==> src/rtl/bp_cce_dir_rd_collect.sv <==
// Coherence-directory read-out: streams one way-group, tag-compares each entry, and folds the results into per-LCE hit/way/state vectors.
// Optional: define BP_CCE_DIR_RD_MULTIHIT_CHK_EN to flag a second valid match within one LCE on the sticky multihit_o.
module bp_cce_dir_rd_collect #(
  parameter int num_lce_p         = 2,
  parameter int lce_assoc_p       = 8,
  parameter int tag_width_p       = 20,
  parameter int entries_per_row_p = 4,
  parameter int way_group_width_p = 6,
  localparam int entry_w_lp        = tag_width_p + 3,
  localparam int rows_lp           = num_lce_p * lce_assoc_p / entries_per_row_p,
  localparam int lg_rows_lp        = (rows_lp > 1) ? $clog2(rows_lp) : 1,
  localparam int lce_assoc_width_p = (lce_assoc_p > 1) ? $clog2(lce_assoc_p) : 1
) (
  input  logic                                        clk_i,
  input  logic                                        reset_n_i,
  input  logic                                        cmd_v_i,
  output logic                                        cmd_ready_o,
  input  logic [way_group_width_p-1:0]                cmd_way_group_i,
  input  logic [tag_width_p-1:0]                      cmd_tag_i,
  output logic                                        ram_v_o,
  output logic [way_group_width_p+lg_rows_lp-1:0]     ram_addr_o,
  input  logic [entries_per_row_p*entry_w_lp-1:0]     ram_data_i,
  output logic                                        sharers_v_o,
  input  logic                                        sharers_yumi_i,
  output logic [num_lce_p-1:0]                        sharers_hits_o,
  output logic [num_lce_p*lce_assoc_width_p-1:0]      sharers_ways_o,
  output logic [num_lce_p*3-1:0]                      sharers_coh_states_o,
  output logic                                        multihit_o
);

  localparam int rows_per_lce_lp = lce_assoc_p / entries_per_row_p;
  localparam logic [2:0] coh_i_lp = 3'd0;

  typedef enum logic [1:0] {e_idle, e_read, e_drain, e_done} state_e;

  state_e                                state_q, state_d;
  logic [lg_rows_lp-1:0]                 row_q, row_d;
  logic [lg_rows_lp-1:0]                 proc_row_q;
  logic                                  rd_v_q;
  logic [way_group_width_p-1:0]          wg_q, wg_d;
  logic [tag_width_p-1:0]                tag_q, tag_d;
  logic [num_lce_p-1:0]                  hits_q, hits_d;
  logic [num_lce_p*lce_assoc_width_p-1:0] ways_q, ways_d;
  logic [num_lce_p*3-1:0]                states_q, states_d;
  logic                                  accept;

`ifdef BP_CCE_DIR_RD_MULTIHIT_CHK_EN
  logic multihit_q, multihit_d;
  assign multihit_o = multihit_q;
`else
  assign multihit_o = 1'b0;
`endif

  assign accept = cmd_ready_o & cmd_v_i;

  // NOTE: sequential state uses <= so every flop samples pre-edge values; comb blocks use = for in-order evaluation.
  always_ff @(posedge clk_i) begin
    if (!reset_n_i) begin
      state_q    <= e_idle;
      row_q      <= '0;
      proc_row_q <= '0;
      rd_v_q     <= 1'b0;
      wg_q       <= '0;
      tag_q      <= '0;
      hits_q     <= '0;
      ways_q     <= '0;
      states_q   <= '0;
`ifdef BP_CCE_DIR_RD_MULTIHIT_CHK_EN
      multihit_q <= 1'b0;
`endif
    end else begin
      state_q    <= state_d;
      row_q      <= row_d;
      proc_row_q <= row_q;
      rd_v_q     <= ram_v_o;
      wg_q       <= wg_d;
      tag_q      <= tag_d;
      hits_q     <= hits_d;
      ways_q     <= ways_d;
      states_q   <= states_d;
`ifdef BP_CCE_DIR_RD_MULTIHIT_CHK_EN
      multihit_q <= multihit_d;
`endif
    end
  end

  // NOTE: every comb output gets a default first so no path can infer a latch.
  always_comb begin
    state_d = state_q;
    row_d   = row_q;
    wg_d    = wg_q;
    tag_d   = tag_q;
    unique case (state_q)
      e_idle: if (accept) begin
        state_d = e_read;
        row_d   = '0;
        wg_d    = cmd_way_group_i;
        tag_d   = cmd_tag_i;
      end
      e_read: begin
        row_d = row_q + 1'b1;
        if (row_q == lg_rows_lp'(rows_lp - 1)) begin
          state_d = e_drain;
          row_d   = '0;
        end
      end
      e_drain: state_d = e_done;
      e_done:  if (sharers_yumi_i) state_d = e_idle;
      default: state_d = e_idle;
    endcase
  end

  // Outputs are forced low while reset is held so nothing leaks before the first reset edge.
  always_comb begin
    cmd_ready_o = 1'b0;
    ram_v_o     = 1'b0;
    sharers_v_o = 1'b0;
    if (reset_n_i) begin
      cmd_ready_o = (state_q == e_idle);
      ram_v_o     = (state_q == e_read);
      sharers_v_o = (state_q == e_done);
    end
  end

  assign ram_addr_o = {wg_q, row_q};

  // Each returning row belongs to one LCE; the first valid match (lowest way) wins.
  always_comb begin : row_merge
    int lce;
    int base;
    hits_d   = hits_q;
    ways_d   = ways_q;
    states_d = states_q;
`ifdef BP_CCE_DIR_RD_MULTIHIT_CHK_EN
    multihit_d = multihit_q;
`endif
    lce  = int'(proc_row_q) / rows_per_lce_lp;
    base = (int'(proc_row_q) % rows_per_lce_lp) * entries_per_row_p;
    if (accept) begin
      hits_d   = '0;
      ways_d   = '0;
      states_d = '0;
    end else if (rd_v_q) begin
      for (int j = 0; j < entries_per_row_p; j++) begin
        if ((ram_data_i[j*entry_w_lp +: tag_width_p] == tag_q) &&
            (ram_data_i[j*entry_w_lp+tag_width_p +: 3] != coh_i_lp)) begin
          if (!hits_d[lce]) begin
            hits_d[lce]                                      = 1'b1;
            ways_d[lce*lce_assoc_width_p +: lce_assoc_width_p] = lce_assoc_width_p'(base + j);
            states_d[lce*3 +: 3]                             = ram_data_i[j*entry_w_lp+tag_width_p +: 3];
          end
`ifdef BP_CCE_DIR_RD_MULTIHIT_CHK_EN
          else begin
            multihit_d = 1'b1;
          end
`endif
        end
      end
    end
  end

  assign sharers_hits_o       = hits_q;
  assign sharers_ways_o       = ways_q;
  assign sharers_coh_states_o = states_q;

endmodule

==> config.mk <==
export PLATFORM = sky130hd
export DESIGN_NAME = bp_cce_dir_rd_collect
export DESIGN_NICKNAME = d
export VERILOG_FILES = /design/src/rtl/bp_cce_dir_rd_collect.sv
export SDC_FILE = /design/constraint.sdc
export NUM_CORES = 1
export LEC_CHECK = 0
export BUFFER_PORTS_ARGS = -buffer_cell sky130_fd_sc_hd__buf_4
export CORE_UTILIZATION = 30
export DETAILED_ROUTE_END_ITERATION = 8
export PLACE_DENSITY_LB_ADDON = 0.3
export SLEW_MARGIN = 20
export SYNTH_ARGS = -nofsm -noshare
export SYNTH_HDL_FRONTEND = slang
export SYNTH_SLANG_ARGS = --single-unit
==> constraint.sdc <==
create_clock -name clk_i -period 3.8 [get_ports clk_i]
set_input_delay 0.76 -clock clk_i [delete_from_list [all_inputs] [get_ports clk_i]]
set_output_delay 0.76 -clock clk_i [all_outputs]
set_load 0.01 [all_outputs]
==> flow_metrics.tcl <==
set metrics [dict create \
    antenna_found_initial 0 \
    synth_nets 568 \
    async_reset_ff_share_pct 0 \
    synth-main-ff-cell "dfxtp_1" \
    cts_hold_buf 0 \
    wl_per_cell_um 16.7 \
    clock-root-buffer "clkbuf_16" \
    gp_congestion 0.863 \
    crit_type "in2reg" \
    rows 39 \
    drcViolationCount 0 \
    sw_frac_of_total_pct 34.6 \
    holdPathStages 2 \
    cts_resized 0 \
    worst-path-max-fanout 3 \
    dieArea_mm2 0.0122 \
    cts_setup_buffers 0 \
    cts.sinks 47 \
    die_x_um 111 \
    seq_area_frac_synth_pct 26.6 \
    core-area_mm2 0.0115 \
    finalCritPeriodShare_pct 68.7 \
    worstRegToRegCells 7 \
    synth_cells 440 \
    maxSlewHeadroom_pct 46.9 \
    grt_util_all_layers_pct 19.4 \
    io_pins 148 \
    vias 3558 \
    max_freq_mhz 383 \
    synth-edff-count 0 \
    total_power_mw 1.92 \
    grt_remaining_overflow 0 \
    numCtsBuffers 5 \
    drive_gt1_share_pct 32.4 \
    cp-start-kind "primary input" \
    p_int_mw 1.25 \
    via_per_inst 5.05 \
    synth_area_per_cell_um2 8.05 \
    ys_types 57 \
    power.share.clock_pct 30.0 \
    firstDrtPassIters 4 \
    endpoint_kind "register" \
    start_util_pct 30.9 \
    cts_max_level 2 \
    hpwl_mm 9.68 \
    synth_seq_cells 47 \
    cts_tree "built" \
    drv_slew 0 \
    fin_nets 689 \
    fin_skew_ns 0.00469 \
    comb_power_share_pct 32.9 \
    cp_slowest_stage_delay_ns 0.69 \
    insertion_delay_ns 0.29 \
    cap_violations 0 \
    topRoutingLayerUsed "met4" \
    area_growth_pct 36.0 \
    cp_cell_sequence "buf_4 -> or3_4 -> and3_4 -> and4_1 -> a2111oi_0 -> a21oi_1 -> o211a_1 -> nor3_2" \
    p_leak_nw 2.03 \
    cp.arrival_ns 2.83 \
    fin_setup_tns_ns 0 \
    period_minus_slack_ns 2.61 \
    portBuffers 146 \
    switchingPower_mw 0.663 \
    peakVddDrop_uv 213 \
    synthesis.area_mm2 0.00354 \
    critical_path.slowest_cell "a2111oi_0" \
    chipHeight_um 111 \
    grt_pass1_wl_mm 18.7 \
    grt_max_degree 54 \
    dr_wl_met3_um 738 \
    clock_path_buffers 2 \
    wl_met2_mm 5.82 \
    clk_pin_slew_worst_paths_ns 0.07 \
    drt-met1-wl_mm 4.96 \
    antenna_cells 0 \
    setup_viol 0 \
    rsz0062_at_grt "false" \
    p_per_area_mw_per_mm2 398 \
    status "finished clean" \
    seq_power_share_pct 37.1 \
    worst_pin_slew_ns 0.777 \
    drt_iter0_markers 179 \
    synth_warnings 0 \
    hold_class "reg2reg" \
    wl_mm 11.7 \
    cp.required_ns 4.02 \
    hold_viol 0 \
    grt_pass1_vias 3552 \
    postRouteAntennaNets 0 \
]
==> flip-flops by register name (all words and copies together) (netlist names) <==
register / count
proc_row_q: 2
rd_v_q: 1
row_q: 2
sharers_coh_states_o: 6
sharers_hits_o: 2
sharers_ways_o: 6
state_q: 2
tag_q: 20
wg_q: 6
==> area by class of cell <==
cell class | count | area [µm²]
well taps | 143 | 179
flip-flops and latches | 47 | 941
fillers | 1184 | 6650
multi-input cells | 353 | 2370
repair buffers | 147 | 1100
inverters | 7 | 26.3
clock inverters | 3 | 67.6
clock buffers | 5 | 125
==> critical path: cells and delay by family <==
kind / cells / cell delay (ns)
compound gates: 3 / 1.03
simple gates: 4 / 0.92
buf+inv: 1 / 0.12
==> stage by stage <==
step	cell area [µm²]	setup slack, ns	hold slack [ns]	instances	util [%]
final	4820	1.19	0.459	705	42.0
after global routing	4820	1.01	0.488	705	42.0
after CTS	4820	1.21	0.464	705	42.0
after detailed placement	4620	0.909	0.452	697	40.3
after global placement	4620	0.945	0.447	697	40.3
after floorplan	3540	1.26	0.465	440	-
==> per-layer routing <==
layer  vias up  global-route usage (%)
met5         -                       0
met4         0                    5.33
met3        15                    3.23
met2       135                    33.7
met1      1647                    24.5
li1       1761                       -
==> layout by cell type, fill, tap and decap left out, types with 3 or more instances in the layout <==
cell       synthesis  routed
inv_1              7       7
a21oi_1           13      13
xor2_1            52      52
and4_1             3       3
mux2i_1            6       6
and2b_2            5       5
nor4_1            14      14
and2_1             8       8
nand4_1            8       8
nor2_1            25      25
clkbuf_16          0       5
o221ai_1           6       6
buf_4              5     147
nor3_2             6       6
dfxtp_1           47      47
xnor2_1           28      28
nand2b_1           4       4
o21ai_0           38      38
nor3_1            11      11
o211a_1            6       6
and3_1             5       5
ha_1               6       6
nand2_1           63      63
nand3_1            6       6
==> cells in the mapped netlist, types with 6 or more instances <==
master,n,area [µm²]
nand2_1,63,236
xor2_1,52,455
dfxtp_1,47,941
o21ai_0,38,190
xnor2_1,28,245
nor2_1,25,93.8
nor4_1,14,87.6
a21oi_1,13,65.1
buf_2,12,60.1
nor3_1,11,55.1
clkbuf_1,10,37.5
and2_1,8,50.1
nand4_1,8,50.1
inv_1,7,26.3
ha_1,6,75.1
mux2i_1,6,60.1
nand3_1,6,30.0
nor3_2,6,60.1
o211a_1,6,60.1
o221ai_1,6,52.6
==> path summary, 6_finish.rpt <==
path | to | slack, ns | from
worst max-delay path | sharers_coh_states_o[2] | 1.19 | ram_data_i[20]
worst min-delay path | sharers_ways_o[1] | 0.46 | sharers_ways_o[1]
worst max register to register | sharers_coh_states_o[4] | 1.29 | tag_q[5]
worst min register to register | sharers_ways_o[1] | 0.46 | sharers_ways_o[1]
==> power by group through the flow <==
stage / logic, mW / clock network, mW / registers (mW)
after CTS: 0.633 / 0.585 / 0.709
after detailed placement: 0.628 / 0 / 0.721
after floorplan: 0.524 / 0 / 0.607
after global routing: 0.705 / 0.608 / 0.723
after global placement: 0.621 / 0 / 0.719
final: 0.631 / 0.575 / 0.710
==> kinds of logic after synthesis <==
logic type	Yosys count	synth area share, %
XOR/XNOR	81	20.2
buffers and inverters	40	6.39
AO/OA/AOI/OAI	76	13.5
other	1	0.106
adder cells (fa/ha/maj)	6	2.12
multiplexers	6	1.70
AND/OR/NAND/NOR	183	29.4
flip-flops	47	26.6
(Power assumes the default switching activity.)
